==> config.mk <==
export PLATFORM = sky130hd
export DESIGN_NAME = lsu_mem_sequencer
export DESIGN_NICKNAME = d
export VERILOG_FILES = /design/src/rtl/lsu_pkg.sv /design/src/rtl/lsu_lane_align.sv /design/src/rtl/lsu_mem_sequencer.sv
export SDC_FILE = /design/constraint.sdc
export NUM_CORES = 1
export LEC_CHECK = 0
export ABC_CLOCK_PERIOD_IN_PS = 10400
export CORE_MARGIN = 5
export CORE_UTILIZATION = 39
export DETAILED_ROUTE_END_ITERATION = 10
export SLEW_MARGIN = 5
export SYNTH_ARGS = -nofsm -noshare
export SYNTH_HDL_FRONTEND = slang
export SYNTH_HIERARCHICAL = 1
export SYNTH_SLANG_ARGS = --single-unit
==> constraint.sdc <==
create_clock -name clk -period 10.4 [get_ports clk]
set_input_delay 2.08 -clock clk [delete_from_list [all_inputs] [get_ports clk]]
set_output_delay 2.08 -clock clk [all_outputs]
set_load 0.005 [all_outputs]
==> src/rtl/lsu_pkg.sv <==
// lsu_pkg: funct3 codes, FSM state encoding and size/mask helpers shared by
// the LSU memory sequencer and its lane-align datapath.
package lsu_pkg;

    localparam logic [2:0] F3_B  = 3'b000;
    localparam logic [2:0] F3_H  = 3'b001;
    localparam logic [2:0] F3_W  = 3'b010;
    localparam logic [2:0] F3_BU = 3'b100;
    localparam logic [2:0] F3_HU = 3'b101;

    localparam logic [31:0] MASK_B = 32'h0000_00FF;
    localparam logic [31:0] MASK_H = 32'h0000_FFFF;
    localparam logic [31:0] MASK_W = 32'hFFFF_FFFF;

    typedef enum logic [2:0] {
        IDLE = 3'd0,
        RD0  = 3'd1,
        RD1  = 3'd2,
        WR0  = 3'd3,
        WR1  = 3'd4,
        DONE = 3'd5
    } lsu_state_e;

    function automatic logic f3_legal(input logic [2:0] f3);
        return (f3 == F3_B) || (f3 == F3_H) || (f3 == F3_W) ||
               (f3 == F3_BU) || (f3 == F3_HU);
    endfunction

    // Access size in bytes; funct3[2] only selects sign vs zero extension.
    function automatic logic [2:0] size_bytes(input logic [2:0] f3);
        case (f3[1:0])
            2'b00:   return 3'd1;
            2'b01:   return 3'd2;
            default: return 3'd4;
        endcase
    endfunction

    function automatic logic [31:0] size_mask(input logic [2:0] f3);
        case (f3[1:0])
            2'b00:   return MASK_B;
            2'b01:   return MASK_H;
            default: return MASK_W;
        endcase
    endfunction

    // True when the byte offset is not a multiple of the access size.
    function automatic logic off_misaligned(input logic [2:0] f3, input logic [1:0] off);
        case (f3[1:0])
            2'b00:   return 1'b0;
            2'b01:   return off[0];
            default: return off != 2'b00;
        endcase
    endfunction

endpackage

==> src/rtl/lsu_lane_align.sv <==
// lsu_lane_align: combinational byte-lane datapath. Works on the 64-bit
// window {buf1, buf0} so that accesses straddling a word boundary merge and
// extract exactly like aligned ones.
module lsu_lane_align
    import lsu_pkg::*;
(
    input  logic [63:0] buf_i,
    input  logic [1:0]  off_i,
    input  logic [2:0]  funct3_i,
    input  logic [31:0] wdata_i,
    output logic [31:0] merged_lo_o,
    output logic [31:0] merged_hi_o,
    output logic [31:0] load_o
);

    logic [5:0]  sh;
    logic [63:0] mask64;
    logic [63:0] merged;
    logic [31:0] raw;

    assign sh          = {off_i, 3'b000};
    assign mask64      = {32'h0, size_mask(funct3_i)};
    assign merged      = (buf_i & ~(mask64 << sh)) | (({32'h0, wdata_i} & mask64) << sh);
    assign merged_lo_o = merged[31:0];
    assign merged_hi_o = merged[63:32];
    assign raw         = 32'(buf_i >> sh) & size_mask(funct3_i);

    // Sign-extend B/H loads, zero-extend BU/HU (already masked) and W.
    always_comb begin
        case (funct3_i)
            F3_B:    load_o = {{24{raw[7]}}, raw[7:0]};
            F3_H:    load_o = {{16{raw[15]}}, raw[15:0]};
            default: load_o = raw;
        endcase
    end

endmodule

==> src/rtl/lsu_mem_sequencer.sv <==
// lsu_mem_sequencer: turns RV32I loads/stores into whole-word memory reads
// and writes (read-modify-write for sub-word stores), stalling via busy.
// Optional macro LSU_MISALIGN_SPLIT_EN: when defined, accesses crossing a
// word boundary are split over two words; when undefined they end in DONE
// with misalign_err=1 and no memory traffic.
//
// state | meaning
// IDLE  | waiting for req_valid, request latched on accept
// RD0   | read low word w0 into buf0
// RD1   | read high word w1 into buf1 (crossing access only)
// WR0   | write merged low word to w0
// WR1   | write merged high word to w1 (crossing store only)
// DONE  | one-cycle resp_valid pulse
module lsu_mem_sequencer
    import lsu_pkg::*;
#(
    parameter int Width        = 32,
    parameter int MemDepthLog2 = 9
) (
    input  logic             clk,
    input  logic             rst_n,
    input  logic             req_valid,
    input  logic             req_we,
    input  logic [2:0]       req_funct3,
    input  logic [Width-1:0] req_addr,
    input  logic [Width-1:0] req_wdata,
    output logic             busy,
    output logic             resp_valid,
    output logic [Width-1:0] resp_rdata,
    output logic             misalign_err,
    output logic             mem_read,
    output logic             mem_write,
    output logic [Width-1:0] mem_addr,
    output logic [Width-1:0] mem_wdata,
    input  logic [Width-1:0] mem_rdata
);

    localparam int AW = MemDepthLog2;

    lsu_state_e       state_q, state_d;
    logic             we_q, we_d;
    logic [2:0]       f3_q, f3_d;
    logic [1:0]       off_q, off_d;
    logic [AW-1:0]    w0_q, w0_d, w1_q, w1_d;
    logic             span_q, span_d;
    logic             err_q, err_d;
    logic [Width-1:0] wdata_q, wdata_d;
    logic [Width-1:0] buf0_q, buf0_d, buf1_q, buf1_d;

    logic             busy_q, busy_d, resp_valid_q, resp_valid_d, misalign_q, misalign_d;
    logic             mem_read_q, mem_read_d, mem_write_q, mem_write_d;
    logic [Width-1:0] resp_rdata_q, resp_rdata_d, mem_addr_q, mem_addr_d, mem_wdata_q, mem_wdata_d;

    logic [1:0]       req_off;
    logic [AW-1:0]    req_w0;
    logic             req_span, req_bad, req_full_sw;
    logic [Width-1:0] merged_lo, merged_hi, load_ext;
    logic             unused_addr_hi;

    assign req_off     = req_addr[1:0];
    assign req_w0      = req_addr[AW+1:2];
    assign req_span    = ({1'b0, req_off} + size_bytes(req_funct3)) > 3'd4;
    assign req_full_sw = req_we && (req_funct3 == F3_W) && (req_off == 2'b00);
`ifdef LSU_MISALIGN_SPLIT_EN
    assign req_bad     = !f3_legal(req_funct3);
`else
    assign req_bad     = !f3_legal(req_funct3) || off_misaligned(req_funct3, req_off);
`endif
    assign unused_addr_hi = ^req_addr[Width-1:AW+2];

    // Lane datapath sees next-cycle buffers so the write data can be registered
    // together with the strobe, and the load result together with resp_valid.
    lsu_lane_align u_lane_align (
        .buf_i       ({buf1_d, buf0_d}),
        .off_i       (off_d),
        .funct3_i    (f3_d),
        .wdata_i     (wdata_d),
        .merged_lo_o (merged_lo),
        .merged_hi_o (merged_hi),
        .load_o      (load_ext)
    );

    // Next-state, request latching and next registered outputs.
    always_comb begin
        state_d = state_q;
        we_d    = we_q;
        f3_d    = f3_q;
        off_d   = off_q;
        w0_d    = w0_q;
        w1_d    = w1_q;
        span_d  = span_q;
        err_d   = err_q;
        wdata_d = wdata_q;
        buf0_d  = buf0_q;
        buf1_d  = buf1_q;
        case (state_q)
            IDLE: begin
                if (req_valid) begin
                    we_d    = req_we;
                    f3_d    = req_funct3;
                    off_d   = req_off;
                    w0_d    = req_w0;
                    w1_d    = req_w0 + AW'(1);
                    span_d  = req_span;
                    wdata_d = req_wdata;
                    buf0_d  = '0;
                    buf1_d  = '0;
                    err_d   = req_bad;
                    if (req_bad)          state_d = DONE;
                    else if (req_full_sw) state_d = WR0;
                    else                  state_d = RD0;
                end
            end
            RD0: begin
                buf0_d = mem_rdata;
                if (span_q)    state_d = RD1;
                else if (we_q) state_d = WR0;
                else           state_d = DONE;
            end
            RD1: begin
                buf1_d  = mem_rdata;
                state_d = we_q ? WR0 : DONE;
            end
            WR0:     state_d = span_q ? WR1 : DONE;
            WR1:     state_d = DONE;
            default: state_d = IDLE;
        endcase

        busy_d       = (state_d != IDLE);
        mem_read_d   = (state_d == RD0) || (state_d == RD1);
        mem_write_d  = (state_d == WR0) || (state_d == WR1);
        resp_valid_d = (state_d == DONE);
        misalign_d   = (state_d == DONE) && err_d;
        resp_rdata_d = ((state_d == DONE) && !we_d && !err_d) ? load_ext : '0;
        case (state_d)
            RD0, WR0: mem_addr_d = {{(Width-AW){1'b0}}, w0_d};
            RD1, WR1: mem_addr_d = {{(Width-AW){1'b0}}, w1_d};
            default:  mem_addr_d = '0;
        endcase
        case (state_d)
            WR0:     mem_wdata_d = merged_lo;
            WR1:     mem_wdata_d = merged_hi;
            default: mem_wdata_d = '0;
        endcase
    end

    // State, latched request, buffers and registered outputs.
    always_ff @(posedge clk or negedge rst_n) begin
        if (!rst_n) begin
            state_q      <= IDLE;
            we_q         <= 1'b0;
            f3_q         <= '0;
            off_q        <= '0;
            w0_q         <= '0;
            w1_q         <= '0;
            span_q       <= 1'b0;
            err_q        <= 1'b0;
            wdata_q      <= '0;
            buf0_q       <= '0;
            buf1_q       <= '0;
            busy_q       <= 1'b0;
            resp_valid_q <= 1'b0;
            misalign_q   <= 1'b0;
            resp_rdata_q <= '0;
            mem_read_q   <= 1'b0;
            mem_write_q  <= 1'b0;
            mem_addr_q   <= '0;
            mem_wdata_q  <= '0;
        end else begin
            state_q      <= state_d;
            we_q         <= we_d;
            f3_q         <= f3_d;
            off_q        <= off_d;
            w0_q         <= w0_d;
            w1_q         <= w1_d;
            span_q       <= span_d;
            err_q        <= err_d;
            wdata_q      <= wdata_d;
            buf0_q       <= buf0_d;
            buf1_q       <= buf1_d;
            busy_q       <= busy_d;
            resp_valid_q <= resp_valid_d;
            misalign_q   <= misalign_d;
            resp_rdata_q <= resp_rdata_d;
            mem_read_q   <= mem_read_d;
            mem_write_q  <= mem_write_d;
            mem_addr_q   <= mem_addr_d;
            mem_wdata_q  <= mem_wdata_d;
        end
    end

    assign busy         = busy_q;
    assign resp_valid   = resp_valid_q;
    assign resp_rdata   = resp_rdata_q;
    assign misalign_err = misalign_q;
    assign mem_read     = mem_read_q;
    assign mem_write    = mem_write_q;
    assign mem_addr     = mem_addr_q;
    assign mem_wdata    = mem_wdata_q;

endmodule

; ---- Yosys cells after proc, flatten, opt, wreduce, memory -nomap -nowiden
; Index checks and enable logic that the tools add are counted.
; Widths: inputs -> output; s select.
[classes]
n_mux = 32
reduce_logical = 26
bitwise_logic = 5
shift = 3
add_sub_neg = 2
n_eq_ne = 16
magnitude_cmp = 1
[op_table]
columns = operator, n
row1 = $pmux 32 s2, 5
row2 = $mux 32, 5
row3 = $and 32x32->32, 2
row4 = $and 64x64->64, 1
row5 = $not 64->64, 1
row6 = $or 64x64->64, 1
row7 = $shl 32x5->64, 1
row8 = $shl 64x5->64, 1
row9 = $shr 64x5->32, 1
row10 = $mux 9, 4
row11 = $mux 3, 6
row12 = $pmux 9 s2, 1
row13 = $eq 3x2->1 const B, 5
row14 = $eq 3x3->1 const B, 5
row15 = $pmux 3 s5, 1
row16 = $eq 3x1->1 const B, 4
row17 = $add 9x1->9 const B, 1
row18 = $logic_not 3->1, 3
row19 = $logic_or 1x1->1, 7
row20 = $logic_not 2->1, 3
row21 = $mux 2, 3
row22 = $pmux 3 s2, 1
row23 = $logic_and 1x1->1, 5
row24 = $mux 1, 5
row25 = other kinds (9), 13
[totals]
ff_bits = 226
output_inout_bits = 101

; ---- Logic depth before layout (Yosys ltp)
; Gate-level depths: netlist of run 1.
[logic_depth]
depth_word = 14
ltp_mapped = 15
ltp_nobuf = 8

; ---- Hierarchy
; Netlist of run 1, hierarchy kept.
[by_module_without_submodules]
columns = mod, instances, cells_per_inst, area_per_inst_um2
row1 = lsu_mem_sequencer, 1, 654, 7828.8
row2 = lsu_lane_align, 1, 301, 2377.3

; ---- Least setup slack after synthesis of run 1
; No wires, ideal clock.
[synth_timing]
path_type = input -> register
startpoint = input port req_valid
endpoint = register mem_wdata_q[2], in the netlist mem_wdata[2]
slack_ns = 5.568
setup_time_ns = 0.121
path_buffers = 5
arrival_time_ns = 4.711
cell_stages = 13
cell_sequence = nor4b_4 > clkbuf_1 > clkbuf_1 > buf_2 > nand2_1 > nand2_1 > buf_6 > buf_6 > mux2_4 > a22oi_2 > nor2_1 > a221o_1 > a22o_1
[synth_via]
word_cells_on_any_way = 24
classes_between = eq/ne: 3 / shift: 2 / mux: 14 / bitwise: 4 / reduce/logical: 1
[synth_rtl]
columns = item, line_no
row1 = start: declaration, lsu_mem_sequencer.sv:22  ; input logic req_valid,
row2 = $mux 2 (*), lsu_mem_sequencer.sv:98  ; if (req_valid) begin
row3 = $mux 2 (*), lsu_mem_sequencer.sv:96  ; case (state_q)
row4 = named net off_d[0], lsu_mem_sequencer.sv:43  ; logic [1:0] off_q, off_d;
row5 = $shl 32x5->64, lsu_lane_align.sv:23  ; assign merged = (buf_i & ~(mask64 << sh)) | (({32'h0, wdata_i} & mask64) << sh);
row6 = $not 64->64, lsu_lane_align.sv:23
row7 = $and 64x64->64, lsu_lane_align.sv:23
row8 = $or 64x64->64 (*), lsu_lane_align.sv:23
row9 = named net merged_hi[2], lsu_mem_sequencer.sv:57  ; logic [Width-1:0] merged_lo, merged_hi, load_ext;
row10 = $pmux 32 s2 (*), lsu_mem_sequencer.sv:140  ; case (state_d)
row11 = named net mem_wdata_d[2], lsu_mem_sequencer.sv:52  ; logic [Width-1:0] resp_rdata_q, resp_rdata_d, mem_addr_q, mem_addr_d, mem_wdata_q, mem_wdata_d;
row12 = end signal: assignment, lsu_mem_sequencer.sv:188  ; mem_wdata_q <= mem_wdata_d;
row13 = end: declaration, lsu_mem_sequencer.sv:52
; Mark *: on every way through the listed nets, which the timed path passes. The rest lies on a longest branch.
; A chain may end at the register's enable or synchronous reset.

; ---- Worst setup path in the final report of run 1
[layout_timing]
startpoint = input port req_valid
endpoint = register mem_wdata_q[18], in the netlist mem_wdata[18]
[layout_via]
word_cells_on_any_way = 24
classes_between = eq/ne: 3 / shift: 2 / mux: 14 / bitwise: 4 / reduce/logical: 1
[layout_rtl]
columns = item, line_no
row1 = $mux 2 (*), lsu_mem_sequencer.sv:98
row2 = $mux 2 (*), lsu_mem_sequencer.sv:96
row3 = named net off_d[1], lsu_mem_sequencer.sv:43
row4 = $shl 32x5->64, lsu_lane_align.sv:23
row5 = $not 64->64, lsu_lane_align.sv:23
row6 = $and 64x64->64, lsu_lane_align.sv:23
row7 = $or 64x64->64 (*), lsu_lane_align.sv:23
row8 = named net merged_lo[18], lsu_mem_sequencer.sv:57
row9 = $pmux 32 s2 (*), lsu_mem_sequencer.sv:140
row10 = named net mem_wdata_d[18], lsu_mem_sequencer.sv:52
; Marked as above.

==> results of run 1 <==
[worst register-to-register path, stage by stage (launching register included)]
cell and delay [ps]:
dfrtp_1 540, nor4b_4 860, buf_4 510, nand2_1 130, nand2_2 60, buf_4 720
inv_1 680, nor2_1 740, a221o_1 250, a22o_1 190
[cells in the mapped netlist, types with 2 or more instances]
master and number:
a211oi_1 2, a21o_1 4, a21oi_1 12, a221o_1 24, a22o_1 110, a22oi_1 7, and2_1 39, and3_1 3
buf_1 2, buf_12 4, buf_2 18, buf_4 39, buf_6 6, clkbuf_1 30, clkbuf_2 3, dfrtp_1 203
ha_1 2, inv_1 13, mux2_2 25, mux2_4 8, mux2i_1 24, mux4_2 18, nand2_1 200, nand2b_1 10
nand3_1 5, nor2_1 45, nor2b_1 2, nor3_1 9, nor3b_1 2, o21a_1 2, o21ai_0 43, o21ai_1 2
o21ai_2 3, o221ai_2 2, o22ai_1 2, xnor2_1 4, xor2_1 3
[power by group through the flow]
stage	registers (mW)	clock network (mW)	logic [mW]
3_3_place_gp	1.24	0	2.37
2_1_floorplan	1.23	0	1.72
6_report	1.24	0.814	2.41
3_5_place_dp	1.25	0	2.38
5_1_grt	1.27	0.862	2.61
4_1_cts	1.24	0.835	2.40
[routing by layer]
layer | up-vias | part of all wire | routed length (um)
met5 | - | 0 | 0
met4 | 0 | 0.027 | 788
met3 | 53 | 0.065 | 1910
met2 | 261 | 0.49 | 14300
met1 | 3836 | 0.42 | 12500
li1 | 3570 | - | -
[worst paths after layout]
check | cells after the start | to | slack, ps | startpoint
worst max-delay path | 10 | mem_wdata[18] | 4010 | req_valid
worst min-delay path | 2 | w0_q[1] | 470 | w0_q[1]
worst max register to register | 9 | mem_wdata[18] | 5610 | state_q[2]
worst min register to register | 2 | w0_q[1] | 470 | w0_q[1]
max in group asynchronous | 3 | wdata_q[1] | 6750 | rst_n
min in group asynchronous | 1 | wdata_q[29] | 1550 | rst_n
[logic make-up after synthesis]
kind of cell | share of synthesized area
AND/OR/NAND/NOR | 0.143
AO/OA/AOI/OAI | 0.176
flip-flops | 0.498
buffers and inverters | 0.0700
multiplexers | 0.103
XOR/XNOR | 0.00601
adder cells (fa/ha/maj) | 0.00441
other | 0.000367
[flip-flops by register name (all words and copies together) (netlist names)]
name	cells
f3_q	3
resp_valid	1
resp_rdata	32
span_q	1
mem_wdata	32
w1_q	9
mem_addr	9
mem_write	1
wdata_q	32
busy	1
state_q	3
misalign_err	1
we_q	1
mem_read	1
err_q	1
off_q	2
buf1_q	32
w0_q	9
buf0_q	32
[area by class of cell]
type	instances	area [um2]
multi-input combinational	659	4520
sequential	203	5080
clock buffer	32	649
clock inverter	10	111
antenna	1	2.50
fill	2352	13400
inverter	13	48.8
timing repair buffer	170	1680
tap	335	419
==> impl_metrics.ini, run 1 <==
[routing]
vias_per_cell = 5.43
dr.pass1.iters = 5
vias = 7720
drc = 0
wl_per_cell_um = 20.7
routed_wl_um = 29500
ant_nets = 0
drt_iter0_drc = 676

[sta]
finClkSkew_ps = 18.0
max_clock_freq_mhz = 156
worstMarginPinSlew_ps = 1080
min_period_ps = 6390
fin_ws_ps = 4010
maxSlewViolCount = 0
rsz0062_at_grt = false
setup_viol = 0
period_share = 0.615
whs_ps = 468
final-hold-violation-count = 0
setup_tns_ps = 0
slew_headroom = 0.282

[critical_path]
cp_data_arrival_time_ps = 6810
start_kind = input pin
crit_buf_inv = 4
cp.required_ps = 10810
path_class = in -> reg
critPathSlowestCell = nor4b_4
cp_common_cell = buf_4
crit_family = buffers and inverters
cp-end-kind = flop
cp_slowest_stage_delay_ps = 800
crit_chain = clkdlybuf4s50_1 -> nor4b_4 -> buf_4 -> nand2_1 -> nand2_2 -> buf_4 -> inv_1 -> nor2_1 -> a221o_1 -> a22o_1
path_max_fanout = 87

[power_and_ir_drop]
swShare = 0.409
p_int_mw = 2.63
sequentialPowerShare = 0.277
switchingPower_mw = 1.83
p_clk_frac = 0.182
total_leakage_power_nw = 5.75
p_comb_frac = 0.540
powerDensity_nw_per_um2 = 357
power_mw = 4.46
vdd_drop_max_mv = 0.135

[finish]
nets = 1176
final_cells = 1423
final_area_um2 = 12500
syn2layout_area_growth_pct = 22.6
final_util = 0.483
layout_commonest_cell = dfrtp_1
drive_gt1_frac = 0.113
mostFrequentLayoutCells = dfrtp_1 (203), nand2_1 (198), clkdlybuf4s50_1 (158)

[global_routing]
grt-ovfl-total = 0
grt_pass1_wl_um = 45600
grt_use_total = 0.198
met1_usage = 0.269
antenna_found_initial = 0
grt_busiest_layer = met2
grtUsageMet2 = 0.335
grt_max_degree = 88
grt_pass1_vias = 7804
use_met3 = 0.0317

[synthesis]
ys_seq_elements = 203
avgSynthCellArea_um2 = 10.7
ys_seq_area_frac = 0.498
synthFlopType = dfrtp_1
async_flop_share = 1.00
synth_edf_count = 0
ys_warn_count = 6
netlist_instances = 955
synth_area_leaders = dfrtp_1 (50%), a22o_1 (9.4%), nand2_1 (7.4%)
yosysTopAreaCellShare = 0.498
ys_types = 62
netlist_area_um2 = 10200
synth_top_area_cell = dfrtp_1

[placement]
placed_area_um2 = 11700
pre_cts_slack_ps = 3510
port_buffers = 159
gp_congestion = 0.878
numPlacedInstances = 1380
hpwl_um = 20300

[clock_network]
cts_made_buffers = 23
clkLatencyLatePin_ps = 510
clockBufferDepth = 3
root_buffer = clkbuf_16
cts_resized = 0
post_cts_buffers = 0
clock-sinks = 203
cts-hold-fix-buffers = 0
clk_pin_slew_ps = 60
htree_num_levels = 1
cts_tree = done

[die]
ios = 204
dieArea_um2 = 29500
die_y_um = 172
core_um2 = 25900
die_x_um = 172
initial_core_util = 0.394
fp-row-count = 59

[hold_path]
min_path_type = reg -> reg

[run_status]
outcome = complete, no violations

[job]
cap_violations = 0
(Power assumes the default switching activity.)
==> run 2, diff against run 1 <==
--- a/config.mk
+++ b/config.mk
@@ -5,10 +5,11 @@
 export SDC_FILE = /design/constraint.sdc
 export NUM_CORES = 1
 export LEC_CHECK = 0
-export ABC_CLOCK_PERIOD_IN_PS = 10400
+export ABC_CLOCK_PERIOD_IN_PS = 5350
 export CORE_MARGIN = 5
 export CORE_UTILIZATION = 39
 export DETAILED_ROUTE_END_ITERATION = 10
+export PLACE_DENSITY = 0.66
 export SLEW_MARGIN = 5
 export SYNTH_ARGS = -nofsm -noshare
 export SYNTH_HDL_FRONTEND = slang
==> constraint.sdc (replaced) <==
create_clock -name clk -period 5.35 [get_ports clk]
set_input_delay 1.07 -clock clk [delete_from_list [all_inputs] [get_ports clk]]
set_output_delay 1.07 -clock clk [all_outputs]
set_load 0.005 [all_outputs]
==> run 2 against run 1 <==
Effect of this change: final cell count grew 0.42%; sequential power up 94%; largest power group unchanged; sequential cell count unchanged; cell area is 0.76% higher; via count is 1.5% higher; combinational power increased by 96%; sequential share of layout area is 0.31 points lower; first-iteration DRC count down 25%; hold slack better by 6.5 ps; highest routed layer unchanged; register-to-register slack worse by 3700 ps.
==> impl_metrics.ini, run 2 (synthesized netlist as in run 1, its figures left out) <==
[finish]
syn2layout_area_growth_pct = 23.5
final_util = 0.486
num-fill-cells = 2373
nets = 1185
final_area_um2 = 12600
layout_commonest_cell = dfrtp_1
drive_gt1_frac = 0.119
mostFrequentLayoutCells = dfrtp_1 (203), nand2_1 (198), clkdlybuf4s50_1 (158)

[sta]
rsz0062_at_grt = false
finClkSkew_ps = 11.3
slew_headroom = 0.229
min_period_ps = 3980
final-hold-violation-count = 0
worstMarginPinSlew_ps = 1160
max_clock_freq_mhz = 251
maxSlewViolCount = 0
setup_viol = 0
period_share = 0.743
setup_tns_ps = 0
whs_ps = 475

[power_and_ir_drop]
powerDensity_nw_per_um2 = 693
p_int_mw = 5.22
power_mw = 8.73
vdd_drop_max_mv = 0.309
swShare = 0.402
p_clk_frac = 0.184
sequentialPowerShare = 0.275
switchingPower_mw = 3.51
p_comb_frac = 0.541
total_leakage_power_nw = 5.80

[clock_network]
clock-sinks = 203
cts_tree = done
clockBufferDepth = 3
post_cts_buffers = 0
clkLatencyLatePin_ps = 500
cts_made_buffers = 23
htree_num_levels = 1
cts_resized = 0
cts-hold-fix-buffers = 0
root_buffer = clkbuf_16
clk_pin_slew_ps = 50

[hold_path]
worst_hold_startpoint = w0_q[2]
min_path_type = reg -> reg

[die]
ios = 204
initial_core_util = 0.394
die_y_um = 172
dieArea_um2 = 29500
die_x_um = 172
core_um2 = 25900
fp-row-count = 59

[critical_path]
cp-end-kind = flop
timing.rr.start = state_q[1]
cp.required_ps = 5740
cp_data_arrival_time_ps = 4360
path_max_fanout = 28
path_class = in -> reg
setup.worst_path.start = req_valid
start_kind = input pin

[global_routing]
grt_max_degree = 124
grt_use_total = 0.194
antenna_found_initial = 1
grt-ovfl-total = 0
grt_pass1_vias = 7828
grt_pass1_wl_um = 45000

[routing]
vias_per_cell = 5.49
wl_per_cell_um = 20.4
dr.pass1.iters = 5
vias = 7839
ant_nets = 0
routed_wl_um = 29100
drt_iter0_drc = 509
drc = 0

[placement]
placed_area_um2 = 11800
hpwl_um = 20400
gp_congestion = 0.865
port_buffers = 159

[job]
cap_violations = 0

[run_status]
outcome = complete, no violations
-- run 2: cell count changes in the layout (fill, tap and decap cells not counted), moves of 2 or more --
cell	previous run	this run
clkinv_4	2	0
clkinv_2	5	1
buf_4	11	19
clkbuf_1	5	3
clkbuf_8	5	10
-- run 2: power by group through the flow --
stage / Clock, mW / Sequential (mW) / Combinational [mW]
6_report: 1.60 / 2.40 / 4.73
5_1_grt: 1.69 / 2.47 / 5.12
4_1_cts: 1.63 / 2.41 / 4.68
3_5_place_dp: 0 / 2.43 / 4.65
3_3_place_gp: 0 / 2.42 / 4.61
2_1_floorplan: 0 / 2.38 / 3.34
-- run 2: worst paths after layout --
| kind | to | slack [ps] | cells after the start |
|---|---|---|---|
| worst max-delay path | mem_wdata[25] | 1370 | 10 |
| worst min-delay path | w0_q[2] | 470 | 2 |
| worst max register to register | mem_wdata[25] | 1940 | 9 |
| worst min register to register | w0_q[2] | 470 | 2 |
| max in group asynchronous | mem_wdata[30] | 3600 | 2 |
| min in group asynchronous | mem_wdata[2] | 720 | 1 |
-- run 2: area by class of cell --
cell class              count  area [um2]  area share
inverters                  13        48.8     0.00387
repair buffers            179        1760       0.139
clock inverters             4        72.6     0.00576
flip-flops and latches    203        5080       0.403
multi-input cells         659        4510       0.358
diodes                      1        2.50    0.000199
well taps                 335         419      0.0333
clock buffers              35         711      0.0564
-- run 2: through the flow --
step,setup WS (ps),cells
after floorplan,1530,977
after global placement,925,1389
after detailed placement,905,1389
after CTS,1420,1428
after global routing,1230,1429
final,1370,1429
-- run 2: per-layer routing --
layer  GRT usage  wire length, um  vias to the layer above
li1            -                -                     3584
met1       0.268            12400                     3879
met2       0.318            14000                      335
met3      0.0301             1890                       41
met4      0.0591              789                        0
met5           0                0                        -
-- run 2: worst max-delay path, cell delays in order --
cell and delay, ps:
clkdlybuf4s50_1 620, or4b_2 670, buf_4 260, nand2_1 100, nand2_1 190, or2_1 510
nand2_1 170, o21ai_0 180, a221o_1 380, a22o_1 210
